===== src/rtl/ddr3_cmd_ctrl.sv =====
`default_nettype none
// +----------------------------------------------------------------------------+
// | ddr3_cmd_ctrl: DDR3 power-up sequencer, closed-page command issue, refresh |
// | Rev 1.0                                                                    |
// +----------------------------------------------------------------------------+
module ddr3_cmd_ctrl #(
  parameter int BA_W   = 3,
  parameter int ROW_W  = 14,
  parameter int COL_W  = 10,
  parameter int T_RST  = 200,
  parameter int T_CKE  = 500,
  parameter int T_MRD  = 4,
  parameter int T_ZQ   = 512,
  parameter int T_RCD  = 6,
  parameter int T_RTP  = 4,
  parameter int T_WR   = 12,
  parameter int T_RP   = 6,
  parameter int T_RFC  = 64,
  parameter int T_REFI = 3120,
  parameter logic [ROW_W-1:0] MR0 = '0,
  parameter logic [ROW_W-1:0] MR1 = '0,
  parameter logic [ROW_W-1:0] MR2 = '0,
  parameter logic [ROW_W-1:0] MR3 = '0
) (
  input  logic             clk,
  input  logic             reset,
  input  logic             req_valid,
  output logic             req_ready,
  input  logic             req_write,
  input  logic [BA_W-1:0]  req_bank,
  input  logic [ROW_W-1:0] req_row,
  input  logic [COL_W-1:0] req_col,
  output logic             ddr_rst_n,
  output logic             cke,
  output logic             cs_n,
  output logic             ras_n,
  output logic             cas_n,
  output logic             we_n,
  output logic             odt,
  output logic [BA_W-1:0]  ba,
  output logic [ROW_W-1:0] addr,
  output logic             init_done,
  output logic             rd_issue,
  output logic             wr_issue,
  output logic             ref_miss
);

  function automatic int max2(input int a, input int b);
    return (a > b) ? a : b;
  endfunction

  localparam int T_MAX  = max2(max2(max2(T_RST, T_CKE), max2(T_ZQ, T_RFC)),
                               max2(max2(T_MRD, T_RCD), max2(max2(T_RTP, T_WR), T_RP)));
  localparam int CNT_W  = $clog2(T_MAX + 1);
  localparam int REFI_W = $clog2(T_REFI + 1);

  // {cs_n, ras_n, cas_n, we_n}
  localparam logic [3:0] CMD_DES  = 4'b1111;
  localparam logic [3:0] CMD_NOP  = 4'b0111;
  localparam logic [3:0] CMD_ACT  = 4'b0011;
  localparam logic [3:0] CMD_RD   = 4'b0101;
  localparam logic [3:0] CMD_WR   = 4'b0100;
  localparam logic [3:0] CMD_PRE  = 4'b0010;
  localparam logic [3:0] CMD_REF  = 4'b0001;
  localparam logic [3:0] CMD_MRS  = 4'b0000;
  localparam logic [3:0] CMD_ZQCL = 4'b0110;
  localparam logic [ROW_W-1:0] ADDR_A10 = ROW_W'(11'h400);

  typedef enum logic [4:0] {
    RST_HOLD, CKE_HOLD, MRS2, MRS3, MRS1, MRS0, ZQCL, INIT_WAIT, IDLE,
    ACT, RCD_WAIT, RDWR, RTP_WAIT, PRE, RP_WAIT, REF, RFC_WAIT
  } state_t;

  // Gap counter load: the next command lands exactly t cycles after this one.
  function automatic logic [CNT_W-1:0] ld(input int t);
    return CNT_W'(t - 1);
  endfunction

  state_t            state_q, state_d;
  logic [CNT_W-1:0]  cnt_q, cnt_d;
  logic [REFI_W-1:0] refi_q, refi_d;
  logic [3:0]        cmd_q, cmd_d;
  logic [BA_W-1:0]   ba_q, ba_d, lat_bank_q, lat_bank_d;
  logic [ROW_W-1:0]  addr_q, addr_d;
  logic [COL_W-1:0]  lat_col_q, lat_col_d;
  logic              lat_write_q, lat_write_d;
  logic              rst_n_q, rst_n_d, cke_q, cke_d, odt_q, odt_d;
  logic              init_done_q, init_done_d, pend_q, pend_d;
  logic              rd_issue_q, rd_issue_d, wr_issue_q, wr_issue_d;
  logic              ref_miss_q, ref_miss_d;
  logic              cnt_zero, refi_wrap, ref_issue;

  always_comb begin
    state_d     = state_q;
    cnt_d       = cnt_q;
    cmd_d       = cke_q ? CMD_NOP : CMD_DES;
    ba_d        = ba_q;
    addr_d      = addr_q;
    lat_bank_d  = lat_bank_q;
    lat_col_d   = lat_col_q;
    lat_write_d = lat_write_q;
    rst_n_d     = rst_n_q;
    cke_d       = cke_q;
    odt_d       = odt_q;
    init_done_d = init_done_q;
    rd_issue_d  = 1'b0;
    wr_issue_d  = 1'b0;
    cnt_zero    = (cnt_q == '0);
    if (!cnt_zero) cnt_d = cnt_q - CNT_W'(1);

    case (state_q)
      RST_HOLD: if (cnt_zero) begin
        state_d = CKE_HOLD; rst_n_d = 1'b1; cnt_d = ld(T_CKE);
      end
      CKE_HOLD: if (cnt_zero) begin
        state_d = MRS2; cke_d = 1'b1; cmd_d = CMD_MRS;
        ba_d = BA_W'(2); addr_d = MR2; cnt_d = ld(T_MRD);
      end
      MRS2: if (cnt_zero) begin
        state_d = MRS3; cmd_d = CMD_MRS; ba_d = BA_W'(3); addr_d = MR3; cnt_d = ld(T_MRD);
      end
      MRS3: if (cnt_zero) begin
        state_d = MRS1; cmd_d = CMD_MRS; ba_d = BA_W'(1); addr_d = MR1; cnt_d = ld(T_MRD);
      end
      MRS1: if (cnt_zero) begin
        state_d = MRS0; cmd_d = CMD_MRS; ba_d = BA_W'(0); addr_d = MR0; cnt_d = ld(T_MRD);
      end
      MRS0: if (cnt_zero) begin
        state_d = ZQCL; cmd_d = CMD_ZQCL; addr_d = ADDR_A10; cnt_d = ld(T_ZQ);
      end
      ZQCL, INIT_WAIT: begin
        state_d = INIT_WAIT;
        if (cnt_zero) begin
          state_d = IDLE; init_done_d = 1'b1;
        end
      end
      IDLE: if (pend_q) begin
        state_d = REF; cmd_d = CMD_REF; cnt_d = ld(T_RFC);
      end else if (req_valid) begin
        state_d = ACT; cmd_d = CMD_ACT; ba_d = req_bank; addr_d = req_row;
        lat_bank_d = req_bank; lat_col_d = req_col; lat_write_d = req_write;
        cnt_d = ld(T_RCD);
      end
      ACT, RCD_WAIT: begin
        state_d = RCD_WAIT;
        if (cnt_zero) begin
          state_d = RDWR;
          cmd_d = lat_write_q ? CMD_WR : CMD_RD;
          addr_d = '0;
          addr_d[COL_W-1:0] = lat_col_q;
          rd_issue_d = !lat_write_q;
          wr_issue_d = lat_write_q;
          odt_d = lat_write_q;
          cnt_d = lat_write_q ? ld(T_WR) : ld(T_RTP);
        end
      end
      RDWR, RTP_WAIT: begin
        state_d = RTP_WAIT;
        if (cnt_zero) begin
          state_d = PRE; cmd_d = CMD_PRE; ba_d = lat_bank_q; addr_d = '0;
          odt_d = 1'b0; cnt_d = ld(T_RP);
        end
      end
      PRE, RP_WAIT: begin
        state_d = cnt_zero ? IDLE : RP_WAIT;
      end
      REF, RFC_WAIT: begin
        state_d = cnt_zero ? IDLE : RFC_WAIT;
      end
      default: state_d = RST_HOLD;
    endcase
  end

  // A wrap while a refresh is still owed is reported, never queued twice.
  always_comb begin
    ref_issue  = (state_q == IDLE) && pend_q;
    refi_wrap  = init_done_q && (refi_q == REFI_W'(T_REFI - 1));
    refi_d     = (!init_done_q || refi_wrap) ? '0 : refi_q + REFI_W'(1);
    pend_d     = refi_wrap ? 1'b1 : (ref_issue ? 1'b0 : pend_q);
    ref_miss_d = refi_wrap && pend_q && !ref_issue;
  end

  always_ff @(posedge clk or posedge reset) begin
    if (reset) begin
      state_q     <= RST_HOLD;
      cnt_q       <= CNT_W'(T_RST);
      refi_q      <= '0;
      cmd_q       <= CMD_DES;
      ba_q        <= '0;
      addr_q      <= '0;
      lat_bank_q  <= '0;
      lat_col_q   <= '0;
      lat_write_q <= 1'b0;
      rst_n_q     <= 1'b0;
      cke_q       <= 1'b0;
      odt_q       <= 1'b0;
      init_done_q <= 1'b0;
      pend_q      <= 1'b0;
      rd_issue_q  <= 1'b0;
      wr_issue_q  <= 1'b0;
      ref_miss_q  <= 1'b0;
    end else begin
      state_q     <= state_d;
      cnt_q       <= cnt_d;
      refi_q      <= refi_d;
      cmd_q       <= cmd_d;
      ba_q        <= ba_d;
      addr_q      <= addr_d;
      lat_bank_q  <= lat_bank_d;
      lat_col_q   <= lat_col_d;
      lat_write_q <= lat_write_d;
      rst_n_q     <= rst_n_d;
      cke_q       <= cke_d;
      odt_q       <= odt_d;
      init_done_q <= init_done_d;
      pend_q      <= pend_d;
      rd_issue_q  <= rd_issue_d;
      wr_issue_q  <= wr_issue_d;
      ref_miss_q  <= ref_miss_d;
    end
  end

  assign req_ready = (state_q == IDLE) && !pend_q;
  assign {cs_n, ras_n, cas_n, we_n} = cmd_q;
  assign ddr_rst_n = rst_n_q;
  assign cke       = cke_q;
  assign odt       = odt_q;
  assign ba        = ba_q;
  assign addr      = addr_q;
  assign init_done = init_done_q;
  assign rd_issue  = rd_issue_q;
  assign wr_issue  = wr_issue_q;
  assign ref_miss  = ref_miss_q;

endmodule
`default_nettype wire


===== config.mk =====
export PLATFORM = sky130hd
export DESIGN_NAME = ddr3_cmd_ctrl
export DESIGN_NICKNAME = d
export VERILOG_FILES = /design/src/rtl/ddr3_cmd_ctrl.sv
export SDC_FILE = /design/constraint.sdc
export NUM_CORES = 1
export LEC_CHECK = 0
export ABC_AREA = 1
export CORE_UTILIZATION = 35
export DETAILED_ROUTE_END_ITERATION = 8
export GPL_ROUTABILITY_DRIVEN = 1
export HOLD_SLACK_MARGIN = 0.15
export SYNTH_ARGS = -nofsm -noshare
export SYNTH_HDL_FRONTEND = slang
export SYNTH_SLANG_ARGS = --single-unit

===== constraint.sdc =====
create_clock -name clk -period 6.3 [get_ports clk]
set_clock_uncertainty 0.2 [all_clocks]
set_input_delay 0.945 -clock clk [delete_from_list [all_inputs] [get_ports clk]]
set_output_delay 0.945 -clock clk [all_outputs]
set_load 0.1 [all_outputs]

==> flow_metrics.env, run 1 <==
export IMPL_insertion_delay_ns=0.35
export IMPL_wl_met1_um=4810
export IMPL_hp_class="register to register"
export IMPL_regToRegSetupSlack_ns=3.58
export IMPL_synthDistinctLibCells=36
export IMPL_drv_slew=0
export IMPL_cts_setup_buffers=0
export IMPL_drc=0
export IMPL_cts_root_buffer="clkbuf_8"
export IMPL_layout_common_cells="147 x nand2_1, 63 x dfrtp_1, 59 x clkdlybuf4s50_1"
export IMPL_wl_met2_um=4262
export IMPL_setup_slack_ns=1.842
export IMPL_drt_iter0_drc=155
export IMPL_antenna_found_initial=0
export IMPL_met3_length_um=341
export IMPL_layout_commonest_cell="nand2_1"
export IMPL_synth_net_count=538
export IMPL_die_y_um=106.7
export IMPL_path_delay_family="buffers and inverters"
export IMPL_setup_violations_final=0
export IMPL_internal_power_mw=0.7395
export IMPL_nFillCells=1092
export IMPL_worst_path_max_fanout=21
export IMPL_ys_seq_area_share_pct=45.86
export IMPL_arrival_ns=3.31
export IMPL_netlist_area_leader_share_pct=41.07
export IMPL_dr_max_layer_used="met4"
export IMPL_htreeDepth=3
export IMPL_cp_startpoint="state_q[1]"
export IMPL_hp_start="cke"
export IMPL_rsz0062_at_grt="no"
export IMPL_critPathSlowestCell="clkdlybuf4s50_1"
export IMPL_cp_end_kind="output port"
export IMPL_syn2layout_area_growth_pct=23.86
export IMPL_grt_pass1_wl_um=16150
export IMPL_grt_pass1_vias=3295
export IMPL_worstMarginPinSlew_ns=1.012
export IMPL_relSlewSlack_pct=32.32
export IMPL_p_leak_nw=2.271
export IMPL_viasPerCell=4.829
export IMPL_hold_viol=0
export IMPL_clockPowerShare_pct=46.5
export IMPL_routedWlPerCell_um=13.63
export IMPL_seqPwrFrac_pct=48.7
export IMPL_p_sw_mw=0.2015
export IMPL_diodes=0
export IMPL_yosys_warnings=0
export IMPL_fin_setup_tns_ns=0
export IMPL_power_density_nw_per_um2=197.9
export IMPL_peakVddDrop_uv=104.8
export IMPL_required_ns=5.15
export IMPL_dpl_instance_area_um2=4518
export IMPL_synth_area_leaders="dfrtp_1 41%, nand2_1 14%, nand3_1 6.1%, dfstp_2 4.8%, o21ai_0 4.7%"
export IMPL_avgSynthCellArea_um2=7.632
export IMPL_synth_cells=503
export IMPL_post_route_cell_area_um2=4755
export IMPL_numCtsBuffers=9
export IMPL_ctsResizeCount=0
export IMPL_gp_congestion=0.8859
export IMPL_path_class="register to output port"
export IMPL_dpl_worst_slack_ns=2.207
export IMPL_cts_sinks=70
export IMPL_cts_clk_slew_worst_paths_ns=0.08
export IMPL_yosys_register_bits=70
export IMPL_grt_max_degree=71
export IMPL_drv_cap=0
export IMPL_syn_area_um2=3839
export IMPL_pin_count=60
export IMPL_nNetsFinal=596
export IMPL_die_w_um=106.7
export IMPL_gr_total_overflow=0
export IMPL_finalCritPeriodShare_pct=70.76
export IMPL_dpl_hpwl_um=7230
export IMPL_final_layout_size_suffix_gt1_share_pct=11.31
export IMPL_combPwrFrac_pct=4.9
export IMPL_ctsHoldBuffers=0
export IMPL_fmax_ghz=0.2243
export IMPL_status="finished, final reports clean"
export IMPL_crit_path_max_incr_delay_ns=1.14
export IMPL_port_buffer_count=59
export IMPL_core_um2=10460
export IMPL_yosys_area_top_type="dfrtp_1"
export IMPL_num_rows=37
export IMPL_routed_wl_um=9571
export IMPL_critical_path_cell_chain="nor2_4, inv_1, nor2_2, nand2_1, inv_1, clkdlybuf4s50_1"
export IMPL_worstPathBufferInverterCount=3
export IMPL_hold_worst_slack_ns=0.2456
export IMPL_grt_util_all_layers_pct=18.35
export IMPL_ant_nets=0
export IMPL_layout_min_cycle_time_ns=4.458
export IMPL_start_kind="register"
export IMPL_switching_share_pct=21.42
export IMPL_critPathMostFrequentCell="inv_1"
export IMPL_vias=3390
export IMPL_start_util_pct=36.69
export IMPL_cts_buffer_depth=2
export IMPL_cts_tree="done"
export IMPL_dieArea_um2=11390
export IMPL_regToRegStartpoint="state_q[1]"
export IMPL_drt_pass1_iter_count=4
-- power groups by stage --
| stage | sequential (mW) | clock [mW] | combinational, mW |
|---|---|---|---|
| after floorplan | 0.473 | 0 | 0.0119 |
| after global placement | 0.466 | 0 | 0.0467 |
| after detailed placement | 0.466 | 0 | 0.0467 |
| after CTS | 0.458 | 0.448 | 0.0469 |
| after global routing | 0.458 | 0.470 | 0.0507 |
| final | 0.458 | 0.437 | 0.0459 |
-- cell usage after synthesis (all sizes together) --
library cell	count
nor3b	4
o21ai	39
nor3	13
dfstp	7
a32o	1
a31oi	1
nand3b	1
inv	56
o21bai	3
ha	4
and3	1
nand3	51
buf	12
dfrtp	63
a22oi	2
a21oi	9
xor2	5
o2111ai	1
nand2	155
nor2	58
o211ai	1
clkbuf	2
nand4	10
or2	4
-- per-layer routing --
metal  global-route usage, %  vias to the layer above
li1                        -                     1740
met1                   26.75                     1583
met2                   26.36                       53
met3                   3.769                       14
met4                   7.436                        0
met5                       0                        -
-- worst paths after layout --
check	endpoint	cells after the start
min	cmd_q[3]	1
max in group asynchronous	cnt_q[4]	3
min in group asynchronous	addr[12]	3
min reg2reg	cmd_q[3]	1
max	req_ready	6
max reg2reg	state_q[2]	10
-- worst register-to-register path: cells and delay by family, from the launching register on --
kind / cells / cell delay (ns)
simple gates: 9 / 1.83
flops: 1 / 0.48
buf+inv: 1 / 0.09
-- final cells by class --
class	instances	area (µm²)	area share [%]
clock buffer	10	127.6	2.684
clock inverter	6	108.9	2.289
inverter	56	210.2	4.421
multi-input combinational	363	1772	37.26
sequential	70	1760	37.03
tap	136	170.2	3.579
timing repair buffer	61	605.6	12.74
-- flip-flops by register name, indices dropped and copies added, names as in the netlist, 3 cells and up --
| register | cells |
|---|---|
| state_q | 5 |
| ba | 3 |
| lat_col_q | 10 |
| cnt_q | 10 |
| cmd_q | 4 |
| refi_q | 12 |
| lat_bank_q | 3 |
| addr | 14 |
-- logic make-up (layout without fill, tap and decap cells) --
family,after synthesis,after routing,synth area share (%)
AO/OA/AOI/OAI,57,57,8.181
XOR/XNOR,5,5,1.141
adder cells (fa/ha/maj),4,4,1.304
buffers and inverters,70,133,7.986
flip-flops,70,70,45.86
AND/OR/NAND/NOR,297,297,35.53
-- stage by stage --
step | cells | utilization, % | power (mW)
after floorplan | 503 | - | 0.4853
after global routing | 702 | 45.44 | 0.9788
after detailed placement | 686 | 43.18 | 0.5131
final | 702 | 45.44 | 0.9410
after global placement | 686 | 43.18 | 0.5131
after CTS | 702 | 45.44 | 0.9527
No activity file was read; power rests on OpenSTA's default activity.
==> inputs of run 2 (changes only) <==
- clock period: 6.3 -> 3.62 ns (I/O delays scaled with it)
==> flow_metrics.env, run 2 (synthesis gave the netlist of run 1 again) <==
export IMPL_vias=3426
export IMPL_htreeDepth=3
export IMPL_drt_pass1_iter_count=4
export IMPL_setup_slack_ns=0.8873
export IMPL_port_buffer_count=59
export IMPL_layout_common_cells="147 x nand2_1, 63 x dfrtp_1, 56 x clkdlybuf4s50_1"
export IMPL_fmax_ghz=0.3659
export IMPL_dpl_worst_slack_ns=1.140
export IMPL_p_leak_nw=2.277
export IMPL_place_inst=688
export IMPL_ctsResizeCount=0
export IMPL_setup_violations_final=0
export IMPL_layout_min_cycle_time_ns=2.733
export IMPL_die_y_um=106.7
export IMPL_routed_wl_um=9532
export IMPL_path_delay_family="buffers and inverters"
export IMPL_start_util_pct=36.69
export IMPL_cts_buffer_depth=2
export IMPL_worstPathBufferInverterCount=1
export IMPL_cts_root_buffer="clkbuf_8"
export IMPL_grt_pass1_vias=3281
export IMPL_cp_startpoint="cmd_q[0]"
export IMPL_numCtsBuffers=9
export IMPL_routedWlPerCell_um=13.54
export IMPL_ant_nets=0
export IMPL_cp_end_kind="output port"
export IMPL_hp_start="cke"
export IMPL_grt_pass1_wl_um=15900
export IMPL_gr_total_overflow=0
export IMPL_worst_path_max_fanout=1
export IMPL_gp_congestion=0.9082
export IMPL_relSlewSlack_pct=34.48
export IMPL_diodes=0
export IMPL_arrival_ns=1.99
export IMPL_finalPower_mw=1.556
export IMPL_largest_reg_flops=14
export IMPL_ctsHoldBuffers=0
export IMPL_final_layout_size_suffix_gt1_share_pct=12.32
export IMPL_status="finished, final reports clean"
export IMPL_post_route_cell_area_um2=4766
export IMPL_viasPerCell=4.866
export IMPL_crit_path_max_incr_delay_ns=1.12
export IMPL_cts_setup_buffers=0
export IMPL_syn2layout_area_growth_pct=24.15
export IMPL_critical_path_cell_chain="clkdlybuf4s50_1"
export IMPL_hold_worst_slack_ns=0.2365
export IMPL_hold_viol=0
export IMPL_final_cells=704
export IMPL_start_kind="register"
export IMPL_cts_clk_slew_worst_paths_ns=0.08
export IMPL_pin_count=60
export IMPL_hp_class="register to register"
export IMPL_finalCritPeriodShare_pct=75.49
export IMPL_layout_commonest_cell="nand2_1"
export IMPL_drv_slew=0
export IMPL_drv_cap=0
export IMPL_antenna_found_initial=0
export IMPL_register_area_um2=1760
export IMPL_dpl_instance_area_um2=4551
export IMPL_num_rows=37
export IMPL_drc=0
export IMPL_required_ns=2.88
export IMPL_fin_util_pct=45.55
export IMPL_drt_iter0_drc=135
export IMPL_grt_max_degree=39
export IMPL_cts_tree="done"
export IMPL_insertion_delay_ns=0.35
export IMPL_cts_sinks=70
export IMPL_grt_util_all_layers_pct=17.95
export IMPL_fin_setup_tns_ns=0
export IMPL_nNetsFinal=598
export IMPL_dpl_hpwl_um=7277
export IMPL_worstMarginPinSlew_ns=0.9798
export IMPL_nFillCells=1095
export IMPL_critPathSlowestCell="clkdlybuf4s50_1"
export IMPL_dieArea_um2=11390
export IMPL_core_um2=10460
export IMPL_peakVddDrop_uv=255.0
export IMPL_regToRegStartpoint="cnt_q[0]"
export IMPL_path_class="register to output port"
export IMPL_rsz0062_at_grt="no"
export IMPL_die_w_um=106.7
export IMPL_multi_input_comb_area_um2=1772
export IMPL_power_density_nw_per_um2=326.4
run 2: cell count changes in the layout (fill, tap and decap cells not counted):
cell	change
clkinvlp_4	+1
clkbuf_8	+2
bufinv_16	-2
clkbuf_1	-1
clkdlybuf4s50_1	-3
inv_6	+1
clkinv_4	+1
buf_4	+3
buf_12	+2
clkinv_2	-2
run 2: final timing paths:
kind | end | slack [ns] | cells past startpoint
max in group asynchronous | cmd_q[1] | 2.07 | 3
worst max register to register | addr[3] | 1.27 | 11
worst min-delay path | cmd_q[3] | 0.24 | 1
worst max-delay path | we_n | 0.89 | 1
min in group asynchronous | lat_col_q[4] | 0.43 | 2
worst min register to register | cmd_q[3] | 0.24 | 1
run 2: area by class of cell:
type,instances,area share (%)
Sequential cell,70,36.94
Clock inverter,5,1.339
Multi-Input combinational cell,363,37.18
Inverter,56,4.411
Clock buffer,11,3.177
Timing Repair Buffer,63,13.39
Tap cell,136,3.570
run 2: report_power, final:
part,leakage [nW],switching (mW),total [mW],internal (mW)
sequential,0.900,0.00434,0.797,0.793
clock,0.107,0.315,0.677,0.362
combinational,1.27,0.0443,0.0819,0.0376
total,2.28,0.363,1.56,1.19
run 2: routing by layer:
metal	vias up	track usage (%)	part of all wire, %
met3	4	3.951	3.5
met2	52	27.24	46
met5	-	0	0
met4	0	4.990	0.71
li1	1747	-	-
met1	1623	25.67	50
==> RTL change (settings of run 1) <==
Make the reset (`reset`) synchronous in one clocked block.
--- a/src/rtl/ddr3_cmd_ctrl.sv
+++ b/src/rtl/ddr3_cmd_ctrl.sv
@@ -180,7 +180,7 @@
     ref_miss_d = refi_wrap && pend_q && !ref_issue;
   end
 
-  always_ff @(posedge clk or posedge reset) begin
+  always_ff @(posedge clk) begin
     if (reset) begin
       state_q     <= RST_HOLD;
       cnt_q       <= CNT_W'(T_RST);
Formal check against the unedited RTL: no difference found for any inputs over 10 cycles, from zero or initial values and one cycle with reset high; that may be too few to reach the edited logic, so the function may still have changed.
==> RTL change against run 1 <==
Non-clock buffer count decreased by 1; final cell count increased by 8.7%; setup slack improved by 0.75 ns; design area decreased by 3.7%; total power decreased by 7.3%; global-route usage decreased by 0.28 points; core utilization decreased by 1.1 points; critical path depth unchanged; sequential cell count unchanged; sequential share of layout area decreased by 6.4 points; largest power group unchanged; wire length increased by 0.93%; combinational power increased by 73%; area after synthesis decreased by 2.7%.
==> RTL change: results (changes against run 1) <==
Synth
  – Synthesized Nets: 604 (+12%)
  – Ys async rst share: 0% (-100 points)
  – Top_reg_cell synth: dfxtp_1
  – Synth area leaders: dfxtp_1, nand2_1, nor2_1
  – Adder-cell share of the synthesized area: 1.005% (-0.30 points)
  – Area fraction in compound gates after synthesis: 11.12% (+2.9 points)
  – Synthesized instance count: 570 (+13%)
  – XOR/XNOR Fraction of Synth Area: 1.407% (+0.27 points)
  – Seq/Total Area, Yosys: 37.52% (-8.3 points)

Finish
  – Area taken by multi-input logic gates: 1926 um^2 (+8.7%)
  – Non-clk invs: 80 (+43%)
  – Final clock-cell share: 3.964% (-1.0 points)
  – Non-clock buffers, area share: 13.07% (+0.33 points)
  – Non-clock buffers: 60 (-1.6%)
  – Ratio of cells with drive above 1 in the final layout: 8.453% (-2.9 points)
  – NumNets Final: 656 (+10%)
  – Post-Layout Cell Count: 763 (+8.7%)
  – Area Growth Syn to Fin: 22.55%
  – Fillcell total: 1073 (-1.7%)
  – FF+latch area: 1401 um^2 (-20%)
  – Final core occ: 44.33% (-1.1 points)

Route
  – Post-Route WL: 9.660 mm (+0.93%)
  – Iteration-0 DRC Markers: 212 (+37%)
  – Met2 WL: 4.346 mm (+2.0%)
  – DR WL met3: 389 um (+14%)
  – M1 WL: 4.819 mm (+0.19%)
  – Via count: 3670 (+8.3%)
  – Pre-antenna DRT Iters: 5 (+1)

GRT
  – Global-route wire length before repair: 16.02 mm (-0.77%)
  – Largest net degree at the start of global routing: 38 (-46%)
  – Vias in the first global route: 3375 (+2.4%)
  – Total track usage: 18.08% (-0.28 points)
  – Global Route met1 Usage: 25.39% (-1.4 points)

Pwr
  – Max VDD drop: 106.8 uV (+1.8%)
  – Pwr per Cell Area: 190.6 nW/um^2 (-3.7%)
  – Power share of the clock group: 38.9% (-7.6 points)
  – P_leak: 1.954 nW (-14%)
  – Combinational power share: 9.1% (+4.2 points)

Placed design
  – Detailed Place HPWL: 7.179 mm (-0.71%)
  – DP Area: 4395 um^2 (-2.7%)
  – Placed cell count: 747 (+8.9%)

Status
  – Status: finished, final reports clean

Timing
  – Max-slew headroom: 33.01% (+0.68 points)

Setup path
  – CP max FO: 8 (-62%)
[RTL change: changes by cell type in the layout (fill, tap and decap cells not counted), sizes merged, moves of 3 or more]
| cell | delta |
|---|---|
| dfrtp | -63 |
| nor2 | +36 |
| o21bai | -3 |
| dfstp | -7 |
| o21ai | -4 |
| bufinv | -3 |
| nor3 | -8 |
| dfxtp | +70 |
| a21oi | +26 |
| inv | +24 |
| nand2 | -7 |
[RTL change: final timing paths]
| check | start | end | slack, ns | depth (start not counted) |
|---|---|---|---|---|
| hold / removal | lat_write_q | rd_issue | 0.23 | 1 |
| hold reg to reg | lat_write_q | rd_issue | 0.23 | 1 |
| setup / recovery | state_q[2] | req_ready | 2.59 | 6 |
| setup reg to reg | cnt_q[0] | addr[1] | 3.53 | 11 |
[RTL change: critical path, stage by stage (launching register included)]
cell	delay [ns]
dfxtp_1	0.39
inv_2	0.10
nand2_2	0.08
nor2_2	0.17
nand2_2	0.15
nor2_2	0.17
clkdlybuf4s50_1	1.16
